File: config.mk
export PLATFORM = sky130hd
export DESIGN_NAME = mem_fifo_ctrl
export DESIGN_NICKNAME = d
export VERILOG_FILES = /design/src/rtl/mem_fifo_ctrl.sv
export SDC_FILE = /design/constraint.sdc
export NUM_CORES = 1
export LEC_CHECK = 0
export CAP_MARGIN = 20
export CELL_PAD_IN_SITES_DETAIL_PLACEMENT = 1
export CELL_PAD_IN_SITES_GLOBAL_PLACEMENT = 1
export CORE_AREA = 3 3 66 114
export DETAILED_ROUTE_END_ITERATION = 10
export DIE_AREA = 0 0 69 117
export HOLD_SLACK_MARGIN = 0.02
export PLACE_DENSITY_LB_ADDON = 0.1
export REMOVE_ABC_BUFFERS = 1
export SYNTH_ARGS = -nofsm -noshare
export SYNTH_HDL_FRONTEND = slang
export SYNTH_SLANG_ARGS = --single-unit
File: constraint.sdc
create_clock -name clk -period 3.5 [get_ports clk]
set_input_delay 0.7 -clock clk [delete_from_list [all_inputs] [get_ports clk]]
set_output_delay 0.7 -clock clk [all_outputs]
set_load 0.005 [all_outputs]
File: src/rtl/mem_fifo_ctrl.sv
// rtl/mem_fifo_ctrl.sv - ready/valid FIFO controller over a single-port memory array
//
// Purpose:
//   Uses an external single-port array (combinational read) as FIFO storage
//   and adds one output holding register, giving DEPTH+1 entries in total.
//   The one array address port is shared, one operation per cycle:
//   READ (prefetch into the output register) > BYPASS > WRITE.
//
// Ports:
//   clk, rst_n            clock, asynchronous active-low reset
//   in_valid/in_ready     push handshake, in_data push data
//   out_valid/out_ready   pop handshake, out_data head-of-FIFO data
//   count                 total occupancy 0..DEPTH+1 (registered)
//   mem_wr, mem_addr      array write enable and shared address
//   mem_wdata, mem_rdata  array write data / combinational read data
//   stats_clr, max_count  peak-occupancy watermark, only with
//                         MEM_FIFO_CTRL_STATS_EN defined
module mem_fifo_ctrl #(
  parameter int WIDTH      = 8,
  parameter int DEPTH      = 16,
  parameter int ADDR_WIDTH = $clog2(DEPTH),
  parameter int CNT_WIDTH  = $clog2(DEPTH + 2)
) (
  input  logic                  clk,
  input  logic                  rst_n,
  input  logic                  in_valid,
  output logic                  in_ready,
  input  logic [WIDTH-1:0]      in_data,
  output logic                  out_valid,
  input  logic                  out_ready,
  output logic [WIDTH-1:0]      out_data,
  output logic [CNT_WIDTH-1:0]  count,
  output logic                  mem_wr,
  output logic [ADDR_WIDTH-1:0] mem_addr,
  output logic [WIDTH-1:0]      mem_wdata,
  input  logic [WIDTH-1:0]      mem_rdata
`ifdef MEM_FIFO_CTRL_STATS_EN
  ,
  input  logic                  stats_clr,
  output logic [CNT_WIDTH-1:0]  max_count
`endif
);

  localparam logic [ADDR_WIDTH-1:0] LAST_ADDR = ADDR_WIDTH'(DEPTH - 1);
  localparam logic [CNT_WIDTH-1:0]  DEPTH_CNT = CNT_WIDTH'(DEPTH);

  typedef enum logic [1:0] {
    OP_HOLD   = 2'd0,
    OP_READ   = 2'd1,
    OP_BYPASS = 2'd2,
    OP_WRITE  = 2'd3
  } op_e;

  logic [ADDR_WIDTH-1:0] wr_ptr, wr_ptr_nxt;
  logic [ADDR_WIDTH-1:0] rd_ptr, rd_ptr_nxt;
  logic [CNT_WIDTH-1:0]  mem_cnt, mem_cnt_nxt;
  logic                  out_valid_nxt;
  logic [WIDTH-1:0]      out_data_nxt;
  logic [CNT_WIDTH-1:0]  count_nxt;
  logic                  pop;
  logic                  slot_free;
  op_e                   op;

  // Explicit compare so non-power-of-2 depths wrap correctly.
  function automatic logic [ADDR_WIDTH-1:0] ptr_inc(input logic [ADDR_WIDTH-1:0] p);
    return (p == LAST_ADDR) ? '0 : p + ADDR_WIDTH'(1);
  endfunction

  // Port arbitration. The output register being free at the next edge
  // (empty, or being popped now) is what lets a prefetch or a bypass land.
  always_comb begin
    pop       = out_valid && out_ready;
    slot_free = !out_valid || pop;
    op        = OP_HOLD;
    if (slot_free && (mem_cnt != '0)) begin
      op = OP_READ;
    end else if (slot_free) begin
      op = OP_BYPASS;
    end else if (mem_cnt < DEPTH_CNT) begin
      op = OP_WRITE;
    end
  end

  always_comb begin
    in_ready  = (op == OP_BYPASS) || (op == OP_WRITE);
    mem_wr    = (op == OP_WRITE) && in_valid;
    mem_addr  = (op == OP_WRITE) ? wr_ptr : rd_ptr;
    mem_wdata = in_data;
  end

  always_comb begin
    wr_ptr_nxt    = wr_ptr;
    rd_ptr_nxt    = rd_ptr;
    mem_cnt_nxt   = mem_cnt;
    out_valid_nxt = out_valid;
    out_data_nxt  = out_data;
    case (op)
      OP_READ: begin
        out_data_nxt  = mem_rdata;
        out_valid_nxt = 1'b1;
        rd_ptr_nxt    = ptr_inc(rd_ptr);
        mem_cnt_nxt   = mem_cnt - CNT_WIDTH'(1);
      end
      OP_BYPASS: begin
        if (in_valid) begin
          out_data_nxt  = in_data;
          out_valid_nxt = 1'b1;
        end else if (pop) begin
          // Nothing to refill with: drop valid, keep the last data.
          out_valid_nxt = 1'b0;
        end
      end
      OP_WRITE: begin
        // Output register is held here, so no pop can coincide.
        if (in_valid) begin
          wr_ptr_nxt  = ptr_inc(wr_ptr);
          mem_cnt_nxt = mem_cnt + CNT_WIDTH'(1);
        end
      end
      default: begin
      end
    endcase
    count_nxt = mem_cnt_nxt + CNT_WIDTH'(out_valid_nxt);
  end

  always_ff @(posedge clk or negedge rst_n) begin
    if (!rst_n) begin
      wr_ptr    <= '0;
      rd_ptr    <= '0;
      mem_cnt   <= '0;
      out_valid <= 1'b0;
      out_data  <= '0;
      count     <= '0;
    end else begin
      wr_ptr    <= wr_ptr_nxt;
      rd_ptr    <= rd_ptr_nxt;
      mem_cnt   <= mem_cnt_nxt;
      out_valid <= out_valid_nxt;
      out_data  <= out_data_nxt;
      count     <= count_nxt;
    end
  end

`ifdef MEM_FIFO_CTRL_STATS_EN
  // Clear re-arms the watermark at the present occupancy and beats the update.
  always_ff @(posedge clk or negedge rst_n) begin
    if (!rst_n) begin
      max_count <= '0;
    end else if (stats_clr) begin
      max_count <= count;
    end else if (count > max_count) begin
      max_count <= count;
    end
  end
`endif

endmodule

==> results of run 1 <==
-- kinds of logic after synthesis --
| kind of cell | share of synthesized area, % |
|---|---|
| xor+xnor | 2.96 |
| mux | 9.50 |
| compound gates | 20.1 |
| fa+ha+maj | 5.63 |
| simple gates | 14.7 |
| flops | 38.0 |
| buf+inv | 9.15 |
-- cells in the final DEF, fill, tap and decap left out, types with 5 or more instances in the layout --
cell | netlist | final
sky130_fd_sc_hd__a211oi_1 | 11 | 11
sky130_fd_sc_hd__a21oi_1 | 17 | 17
sky130_fd_sc_hd__buf_4 | 9 | 13
sky130_fd_sc_hd__clkdlybuf4s50_1 | 0 | 47
sky130_fd_sc_hd__dfrtp_1 | 27 | 27
sky130_fd_sc_hd__ha_1 | 8 | 8
sky130_fd_sc_hd__inv_1 | 6 | 6
sky130_fd_sc_hd__mux2_2 | 5 | 5
sky130_fd_sc_hd__mux2i_1 | 9 | 9
sky130_fd_sc_hd__nand2_1 | 7 | 7
sky130_fd_sc_hd__nor2b_1 | 11 | 11
sky130_fd_sc_hd__o21ai_1 | 7 | 7
sky130_fd_sc_hd__xnor2_1 | 5 | 5
-- sequential cells by signal (all words and copies together) (netlist names) --
| name | cells |
|---|---|
| count | 5 |
| rd_ptr | 4 |
| out_valid | 1 |
| wr_ptr | 4 |
| out_data | 8 |
| mem_cnt | 5 |
-- final cells by class --
cell class | count | area (µm²)
Multi-Input combinational cell | 118 | 940
Fill cell | 785 | 4240
Sequential cell | 27 | 676
Timing Repair Buffer | 60 | 568
Inverter | 7 | 26.3
Clock buffer | 3 | 75.1
Tap cell | 82 | 103
Clock inverter | 1 | 7.51
-- worst max-delay path, cell delays in order --
cell and delay, ns:
sky130_fd_sc_hd__clkdlybuf4s50_1 0.52, sky130_fd_sc_hd__nand2b_4 0.22, sky130_fd_sc_hd__nor2_1 0.28, sky130_fd_sc_hd__mux2_2 0.38, sky130_fd_sc_hd__clkdlybuf4s50_1 0.44
-- final timing paths --
check                            from           to  slack [ns]  cells past startpoint
max                         out_ready  mem_addr[0]        0.25                      5
min                         wr_ptr[3]    wr_ptr[3]        0.51                      1
max reg2reg                mem_cnt[0]     count[2]        0.35                     13
min reg2reg                 wr_ptr[3]    wr_ptr[3]        0.51                      1
max in group asynchronous       rst_n   mem_cnt[4]        2.39                      2
min in group asynchronous       rst_n    rd_ptr[2]        0.83                      2
-- through the flow --
stage | power [mW] | instance area [µm²]
2_1_floorplan | 0.940 | 1640
3_3_place_gp | 1.30 | 2310
3_5_place_dp | 1.35 | 2310
4_1_cts | 1.63 | 2390
5_1_grt | 1.74 | 2390
6_report | 1.60 | 2390
-- power groups by stage --
stage	clock, mW	sequential, mW	combinational [mW]
floorplan	0	0.525	0.416
global placement	0	0.543	0.754
detailed placement	0	0.554	0.792
CTS	0.285	0.551	0.797
global route	0.295	0.574	0.867
finish	0.270	0.548	0.778
-- metal layers --
metal,up-vias,share of wire [%],global-route usage [%]
li1,707,-,-
met1,749,35,12.3
met2,42,60,27.4
met3,8,3.7,2.31
met4,0,2.0,3.65
met5,-,0,0
==> out/results.txt, run 1 <==
Status -> finished, final reports clean
Post-CTS setup repair buffer count -> 0
Fraction of the yosys area taken by sequential cells -> 38.0%
Combinational Power Share -> 48.7%
Area of the placeable core -> 6640 µm²
Arrival @ worst endpoint -> 2.55 ns
Global placer's final weighted congestion -> 0.724
Final setup slack of the worst path -> 0.251 ns
First-pass GRT wire length -> 8310 µm
CTS tree -> yes
Share of final-layout standard cells stronger than drive strength 1 -> 16.7%
Main synth FF type -> sky130_fd_sc_hd__dfrtp_1
Clk root buf -> sky130_fd_sc_hd__clkbuf_16
Largest area contributor in the netlist -> sky130_fd_sc_hd__dfrtp_1
Hold Fails Final Rpt -> 0
Post-synth top cells -> 27 x sky130_fd_sc_hd__dfrtp_1, 17 x sky130_fd_sc_hd__a21oi_1, 11 x sky130_fd_sc_hd__a211oi_1, 11 x sky130_fd_sc_hd__nor2b_1
Critical path startpoint category -> primary input
Smallest hold slack -> 0.512 ns
Lkg Pwr -> 0.974 nW
Number of maximum-capacitance violations -> 0
Remaining number of nets flagged by the antenna check after routing -> 0
Detailed router's first-iteration violation count -> 37
Skew-Pair Late Insertion Delay -> 0.26 ns
Number of detailed-route iterations in the first pass -> 4
Cells taking the most area after synthesis -> sky130_fd_sc_hd__dfrtp_1 38%, sky130_fd_sc_hd__ha_1 5.6%, sky130_fd_sc_hd__mux2i_1 5.1%, sky130_fd_sc_hd__a21oi_1 4.8%, sky130_fd_sc_hd__a211oi_1 4.6%
Antenna diodes -> 0
Die ar. -> 8070 µm²
Final cycle utilization of the critical path -> 92.8%
Instance count of the mapped netlist -> 173
Cell internal pwr -> 1.02 mW
Post-CTS sizing -> 0
Starting Density -> 26.8%
Cells after DPL -> 294
Worst setup path class -> primary input to output pin
Wire per inst -> 17.2 µm
Total Nets Final -> 245
Required time of the critical path -> 2.80 ns
Mean cell area of the mapped netlist -> 10.3 µm²
Post-synth EDFFs -> 0
Library cell with the highest instance count after synthesis -> sky130_fd_sc_hd__dfrtp_1
Portion of total power attributed to sequential cells -> 34.4%
Fraction of power spent switching nets -> 36.3%
Share of synthesized flip-flops with an asynchronous set or reset -> 100%
Clock transition at the registers of the reported paths -> 0.07 ns
Max clock buf depth -> 2
Distinct cells, synth -> 47
Total DRC errors in the routed layout -> 0
Pins over their slew limit -> 0
Time the final worst path needs with I/O delays and setup -> 3.25 ns
Vias after detailed routing -> 1506
GRT Total Usage -> 12.9%
Areal power density over the cells -> 667 nW/µm²
Vias in the first global route -> 1737
Maximum number of pins on one net before global-route repair -> 28
Number of H-tree levels -> 1
Die Ht -> 117 µm
Max VDD drop -> 0.000221 V
Count of pins on the block boundary -> 48
Portion of synthesized cell area occupied by the leading cell type -> 38.0%
Flip-flop and latch count after synthesis -> 27
Setup Total Neg Slack -> 0 ns
Final standard cell utilization of the core -> 36.1%
Via count normalized by instance count -> 5.05
Num Clock Sinks -> 27
Non-filler instance count after layout -> 298
HPWL after DPL -> 4070 µm
Initial antenna violation count -> 0
Site row count -> 39
Count of input and output buffers -> 47
Final setup violation count -> 0
Total congestion overflow -> 0
Total wire length after detailed routing -> 5140 µm
Clk_skew -> 0.00373 ns
Hold-fix buffer count after cts -> 0
Cts bufs inserted -> 3
Synth Cell Area -> 1780 µm²
Hold Path Class -> register to register
Transition at the pin with the smallest max-transition slack -> 0.461 ns
Achievable Freq -> 308 MHz
Share of total power in the clock network -> 16.9%
Net switching power -> 0.579 mW
Worst slack, placed -> 0.186 ns
Crit Path Max Fanout -> 5
Rel. slew slack -> 69.2%
Critical path capture point type -> output pin
Setup repair after global routing missed its margin -> false
Yosys Warn Count -> 0
Area added between synthesis and finish -> 34.7%
Die width -> 69 µm
Note: power is estimated with default switching activity, not from simulation.
==> inputs of run 2 (changes only) <==
- CTS_CLUSTER_SIZE: unset -> 40
- clock period: 3.5 -> 4.1 ns (I/O delays scaled with it)
==> out/results.txt, run 2 (synthesis results as in run 1) <==
GRT Total Usage -> 12.0%
Most common cell after layout, fill and taps aside -> sky130_fd_sc_hd__clkdlybuf4s50_1
Num Clock Sinks -> 27
Via count normalized by instance count -> 4.93
Vias in the first global route -> 1613
Rel. slew slack -> 65.2%
Area added between synthesis and finish -> 32.7%
Achievable Freq -> 285 MHz
Clk_skew -> 0.00249 ns
Site row count -> 39
Hold Fails Final Rpt -> 0
Combinational Power Share -> 48.3%
HPWL after DPL -> 3720 µm
Number of detailed-route iterations in the first pass -> 4
Registers with the most flip-flops -> out_data (8), count (5), mem_cnt (5)
Cts bufs inserted -> 3
Combined area of the multi-input logic cells -> 940 µm²
CTS tree -> yes
Critical path startpoint category -> primary input
Arrival @ worst endpoint -> 2.69 ns
Total Nets Final -> 239
Number of H-tree levels -> 1
Max VDD drop -> 0.000173 V
Antenna diodes -> 0
Initial antenna violation count -> 0
Post-CTS setup repair buffer count -> 0
Cell internal pwr -> 0.857 mW
Count of pins on the block boundary -> 48
Maximum number of pins on one net before global-route repair -> 28
Status -> finished, final reports clean
Die width -> 69 µm
Starting Density -> 26.8%
Critical path capture point type -> output pin
Critical R2R Launch -> mem_cnt[0]
Required time of the critical path -> 3.28 ns
FF+latch area -> 676 µm²
Area of the placeable core -> 6640 µm²
Final cycle utilization of the critical path -> 85.5%
Clock transition at the registers of the reported paths -> 0.07 ns
Portion of total power attributed to sequential cells -> 34.8%
Number of fill cells in the layout -> 760
Max clock buf depth -> 2
Wire per inst -> 16.5 µm
Clk root buf -> sky130_fd_sc_hd__clkbuf_16
Hold Path Class -> register to register
Register-to-register setup slack -> 0.94 ns
Share of total power in the clock network -> 16.8%
Count of input and output buffers -> 47
Pins over their slew limit -> 0
Max reg flops -> 8
Remaining number of nets flagged by the antenna check after routing -> 0
Net switching power -> 0.479 mW
Total congestion overflow -> 0
Final setup violation count -> 0
Total DRC errors in the routed layout -> 0
Number of maximum-capacitance violations -> 0
Hold depth -> 1
Vias after detailed routing -> 1441
Crit Path Max Fanout -> 5
Time the final worst path needs with I/O delays and setup -> 3.51 ns
Total wire length after detailed routing -> 4830 µm
Worst setup path class -> primary input to output pin
Fraction of power spent switching nets -> 35.8%
Lkg Pwr -> 0.949 nW
Detailed router's first-iteration violation count -> 42
Worst Min Path Start -> wr_ptr[3]
PnR Total Power -> 1.34 mW
Setup repair after global routing missed its margin -> false
Global placer's final weighted congestion -> 0.837
Skew-Pair Late Insertion Delay -> 0.26 ns
Die ar. -> 8070 µm²
Worst hold endpoint -> wr_ptr[3]
Areal power density over the cells -> 566 nW/µm²
Share of final-layout standard cells stronger than drive strength 1 -> 14.3%
Critical register-to-register path endpoint -> count[2]
Cell depth of the worst flop-to-flop path -> 12
Register name with the most flops -> out_data
Commonest cells after routing, fill and taps aside -> 47 x sky130_fd_sc_hd__clkdlybuf4s50_1, 27 x sky130_fd_sc_hd__dfrtp_1, 17 x sky130_fd_sc_hd__a21oi_1, 11 x sky130_fd_sc_hd__nor2b_1, 11 x sky130_fd_sc_hd__a211oi_1
Setup Total Neg Slack -> 0 ns
Die Ht -> 117 µm
Transition at the pin with the smallest max-transition slack -> 0.522 ns
Post-CTS sizing -> 0
Hold-fix buffer count after cts -> 0
First-pass GRT wire length -> 7850 µm
run 2: power groups by stage:
stage               Sequential [mW]  Clock (mW)  Combinational (mW)
floorplan                     0.448           0               0.355
global placement              0.466           0               0.642
detailed placement            0.473           0               0.660
CTS                           0.469       0.234               0.666
global route                  0.487       0.245               0.721
finish                        0.466       0.225               0.646
run 2: cell type report:
cell class | count | area share [%]
Multi-Input combinational cell | 118 | 39.8
Sequential cell | 27 | 28.6
Timing Repair Buffer | 54 | 22.7
Tap cell | 82 | 4.35
Clock buffer | 3 | 3.18
Inverter | 7 | 1.11
Clock inverter | 1 | 0.212
run 2: metrics by stage:
step / hold slack [ns] / cells / area, µm² / setup slack (ns) / util, %
after floorplan: 0.457 / 152 / 1640 / 0.847 / -
after global placement: 0.505 / 288 / 2280 / 0.457 / 34.4
after detailed placement: 0.511 / 288 / 2280 / 0.372 / 34.4
after CTS: 0.518 / 292 / 2360 / 0.579 / 35.6
after global routing: 0.571 / 292 / 2360 / 0.426 / 35.6
final: 0.511 / 292 / 2360 / 0.595 / 35.6
run 2: worst max-delay path by stage:
stage | startpoint | endpoint | slack, ns | cells past startpoint
after detailed placement | out_ready | count[4] | 0.37 | 11
after floorplan | out_ready | count[4] | 0.85 | 10
final | out_ready | mem_addr[0] | 0.59 | 5
after CTS | out_ready | mem_addr[0] | 0.58 | 5
after global placement | out_ready | count[4] | 0.46 | 11
after global routing | out_ready | count[4] | 0.43 | 11
run 2: critical path, cell delays in order:
cell                              delay [ns]
sky130_fd_sc_hd__clkdlybuf4s50_1        0.52
sky130_fd_sc_hd__nand2b_4               0.22
sky130_fd_sc_hd__nor2_1                 0.30
sky130_fd_sc_hd__mux2_2                 0.37
sky130_fd_sc_hd__clkdlybuf4s50_1        0.45
run 2: layer usage:
metal | wire length [µm] | global-route usage [%] | part of all wire, %
met5 | 0 | 0 | 0
met1 | 1800 | 12.4 | 37
met4 | 46 | 2.35 | 0.95
met3 | 157 | 2.22 | 3.3
met2 | 2830 | 24.8 | 59
==> inputs of run 3 (changes only) <==
- ABC_AREA: unset -> 1
- CORE_AREA: 3 3 66 114 -> 3 3 64 111
- DIE_AREA: 0 0 69 117 -> 0 0 67 114
==> out/results.txt, run 3 <==
Non-filler instance count after layout -> 330
Num Clock Sinks -> 27
Register name with the most flops -> out_data
Fraction of the yosys area taken by sequential cells -> 40.3%
Status -> finished, final reports clean
GRT Total Usage -> 13.2%
Hold-fix buffer count after cts -> 0
Hold Fails Final Rpt -> 0
Global placer's final weighted congestion -> 0.794
Combinational Power Share -> 61.6%
Remaining number of nets flagged by the antenna check after routing -> 0
Detailed router's first-iteration violation count -> 37
Maximum number of pins on one net before global-route repair -> 28
Library cell contributing the largest single delay on the critical path -> sky130_fd_sc_hd__clkdlybuf4s50_1
Max clock buf depth -> 2
Main synth FF type -> sky130_fd_sc_hd__dfrtp_1
Final setup slack of the worst path -> 0.787 ns
Slowest cell delay on critical path -> 0.40 ns
Synth Cell Area -> 1680 µm²
Setup repair after global routing missed its margin -> false
CTS tree -> yes
Register-to-register setup slack -> 1.13 ns
Area added between synthesis and finish -> 32.9%
Share of synthesized flip-flops with an asynchronous set or reset -> 100%
Share of final-layout standard cells stronger than drive strength 1 -> 12.4%
Setup Total Neg Slack -> 0 ns
Count of input and output buffers -> 47
Clk_skew -> 0.00401 ns
Die width -> 67 µm
Share of total power in the clock network -> 9.5%
Cts bufs inserted -> 3
Critical path startpoint category -> primary input
Total wire length after detailed routing -> 4620 µm
Total DRC errors in the routed layout -> 0
Post-CTS setup repair buffer count -> 0
Die Ht -> 114 µm
Rel. slew slack -> 57.8%
Fraction of power spent switching nets -> 46.0%
Starting Density -> 26.7%
Post-synth EDFFs -> 0
Net switching power -> 0.799 mW
Hold Path Class -> register to register
Library cell with the highest instance count after synthesis -> sky130_fd_sc_hd__nand2_1
Buffers plus inverters on the worst setup path -> 6
Count of pins on the block boundary -> 48
Achievable Freq -> 302 MHz
Largest area contributor in the netlist -> sky130_fd_sc_hd__dfrtp_1
Skew-Pair Late Insertion Delay -> 0.29 ns
Yosys Warn Count -> 0
Number of maximum-capacitance violations -> 0
Vias after detailed routing -> 1483
Max reg flops -> 8
Number of H-tree levels -> 1
Most common cell after layout, fill and taps aside -> sky130_fd_sc_hd__nand2_1
Cells after DPL -> 326
Portion of total power attributed to sequential cells -> 28.8%
Final setup violation count -> 0
Instance count of the mapped netlist -> 208
HPWL after DPL -> 3620 µm
Post-synth top cells -> 58 x sky130_fd_sc_hd__nand2_1, 27 x sky130_fd_sc_hd__dfrtp_1, 17 x sky130_fd_sc_hd__inv_1
Initial antenna violation count -> 0
Mean cell area of the mapped netlist -> 8.06 µm²
Pins over their slew limit -> 0
Crit Path Max Fanout -> 10
Worst slack, placed -> 0.431 ns
Registers with the most flip-flops -> out_data (8), count (5), mem_cnt (5)
Number of fill cells in the layout -> 781
Via count normalized by instance count -> 4.49
Total congestion overflow -> 0
Die ar. -> 7640 µm²
Vias in the first global route -> 1585
Top cell by count, worst path -> sky130_fd_sc_hd__nand2_1
Total Nets Final -> 279
Lkg Pwr -> 1.02 nW
Flip-flop and latch count after synthesis -> 27
Distinct cells, synth -> 28
Top delay family on crit path -> buffers and inverters
Commonest cells after routing, fill and taps aside -> 58 x sky130_fd_sc_hd__nand2_1, 47 x sky130_fd_sc_hd__clkdlybuf4s50_1, 27 x sky130_fd_sc_hd__dfrtp_1, 17 x sky130_fd_sc_hd__inv_1, 16 x sky130_fd_sc_hd__nor2_1
Worst setup path class -> primary input to register
Final cycle utilization of the critical path -> 80.8%
Time the final worst path needs with I/O delays and setup -> 3.31 ns
Worst path cell trace -> clkdlybuf4s50_1 -> inv_1 -> nand2_4 -> nor2_4 -> inv_2 -> nand2_1 -> ha_1 -> buf_4 -> nand2_1 -> o21ai_0 -> nor2_1 -> o21a_1 -> inv_1 -> ha_1 -> ha_1 -> inv_1 -> a21oi_4 -> nand2_1 -> nand2_1 -> nand2_1
Wire per inst -> 14.0 µm
Antenna diodes -> 0
Clk root buf -> sky130_fd_sc_hd__clkbuf_8
Portion of synthesized cell area occupied by the leading cell type -> 40.3%
Cells taking the most area after synthesis -> sky130_fd_sc_hd__dfrtp_1 40%, sky130_fd_sc_hd__nand2_1 13%, sky130_fd_sc_hd__ha_1 6.0%, sky130_fd_sc_hd__nand3_1 4.5%, sky130_fd_sc_hd__o21ai_0 4.5%
Site row count -> 38
Clock transition at the registers of the reported paths -> 0.10 ns
Required time of the critical path -> 4.29 ns
Max VDD drop -> 0.000292 V
Post-CTS sizing -> 0
Transition at the pin with the smallest max-transition slack -> 0.633 ns
Critical path capture point type -> register
Area of the placeable core -> 6280 µm²
First-pass GRT wire length -> 7640 µm
Number of detailed-route iterations in the first pass -> 4
Arrival @ worst endpoint -> 3.50 ns
Cell internal pwr -> 0.938 mW
Areal power density over the cells -> 780 nW/µm²
-- run 3: cell count changes after synthesis, moves of 11 or more --
| cell | previous run | this run |
|---|---|---|
| sky130_fd_sc_hd__inv_1 | 6 | 17 |
| sky130_fd_sc_hd__nand3_1 | 2 | 15 |
| sky130_fd_sc_hd__nand2_1 | 7 | 58 |
| sky130_fd_sc_hd__nor2b_1 | 11 | 0 |
| sky130_fd_sc_hd__o21ai_0 | 1 | 15 |
| sky130_fd_sc_hd__nor2_1 | 3 | 16 |
| sky130_fd_sc_hd__a21oi_1 | 17 | 2 |
| sky130_fd_sc_hd__a211oi_1 | 11 | 0 |
-- run 3: path summary, 6_finish.rpt --
check | depth (start not counted) | end | startpoint
max | 20 | count[4] | out_ready
min | 1 | wr_ptr[2] | wr_ptr[2]
max reg2reg | 20 | count[4] | mem_cnt[0]
min reg2reg | 1 | wr_ptr[2] | wr_ptr[2]
max in group asynchronous | 2 | out_data[5] | rst_n
min in group asynchronous | 2 | rd_ptr[0] | rst_n
-- run 3: cells by family (layout without fill, tap and decap cells) --
kind of cell / after synthesis / in the layout / share of synthesized area, %
AO/OA/AOI/OAI: 29 / 29 / 10.4
XOR/XNOR: 2 / 2 / 1.04
adder cells (fa/ha/maj): 8 / 8 / 5.97
buffers and inverters: 36 / 78 / 10.6
flip-flops: 27 / 27 / 40.3
AND/OR/NAND/NOR: 106 / 106 / 31.7
-- run 3: layout make-up --
class	instances	area [µm²]	share of cell area [%]
clock inverter	1	5.00	0.225
tap	80	100	4.49
clock buffer	3	41.3	1.85
multi-input combinational	145	823	36.9
inverter	24	90.1	4.04
sequential	27	676	30.3
timing repair buffer	50	493	22.1
-- run 3: worst reg2reg max path, stage by stage (launching register included) --
cell and delay [ns]:
sky130_fd_sc_hd__dfrtp_1 0.41, sky130_fd_sc_hd__inv_1 0.13, sky130_fd_sc_hd__ha_1 0.30, sky130_fd_sc_hd__nand3_4 0.13, sky130_fd_sc_hd__inv_2 0.08, sky130_fd_sc_hd__nand2_2 0.06, sky130_fd_sc_hd__nand2_2 0.10, sky130_fd_sc_hd__ha_1 0.18
sky130_fd_sc_hd__buf_4 0.19, sky130_fd_sc_hd__nand2_1 0.11, sky130_fd_sc_hd__o21ai_0 0.10, sky130_fd_sc_hd__nor2_1 0.06, sky130_fd_sc_hd__o21a_1 0.18, sky130_fd_sc_hd__inv_1 0.10, sky130_fd_sc_hd__ha_1 0.21, sky130_fd_sc_hd__ha_1 0.18
sky130_fd_sc_hd__inv_1 0.07, sky130_fd_sc_hd__a21oi_4 0.13, sky130_fd_sc_hd__nand2_1 0.06, sky130_fd_sc_hd__nand2_1 0.05, sky130_fd_sc_hd__nand2_1 0.05
-- run 3: power by group through the flow --
stage,clock [mW],sequential [mW],combinational (mW)
finish,0.166,0.501,1.07
detailed placement,0,0.508,1.10
floorplan,0,0.492,0.659
global route,0.182,0.521,1.24
global placement,0,0.511,1.11
CTS,0.173,0.504,1.12
-- run 3: stage by stage --
stage / power [mW] / hold slack, ns / cell area (µm²) / util, %
2_1_floorplan: 1.15 / 0.481 / 1590 / -
3_3_place_gp: 1.62 / 0.525 / 2180 / 34.8
3_5_place_dp: 1.61 / 0.522 / 2180 / 34.8
4_1_cts: 1.79 / 0.538 / 2230 / 35.5
5_1_grt: 1.94 / 0.554 / 2230 / 35.5
6_report: 1.74 / 0.532 / 2230 / 35.5
-- run 3: layer usage --
metal,track usage (%),share of wire [%],vias to the layer above,wire length (µm)
met2,24.8,56,34,2570
met1,13.7,38,704,1770
li1,-,-,739,-
met4,4.47,1.7,0,78
met5,0,0,-,0
met3,3.15,4.5,6,207
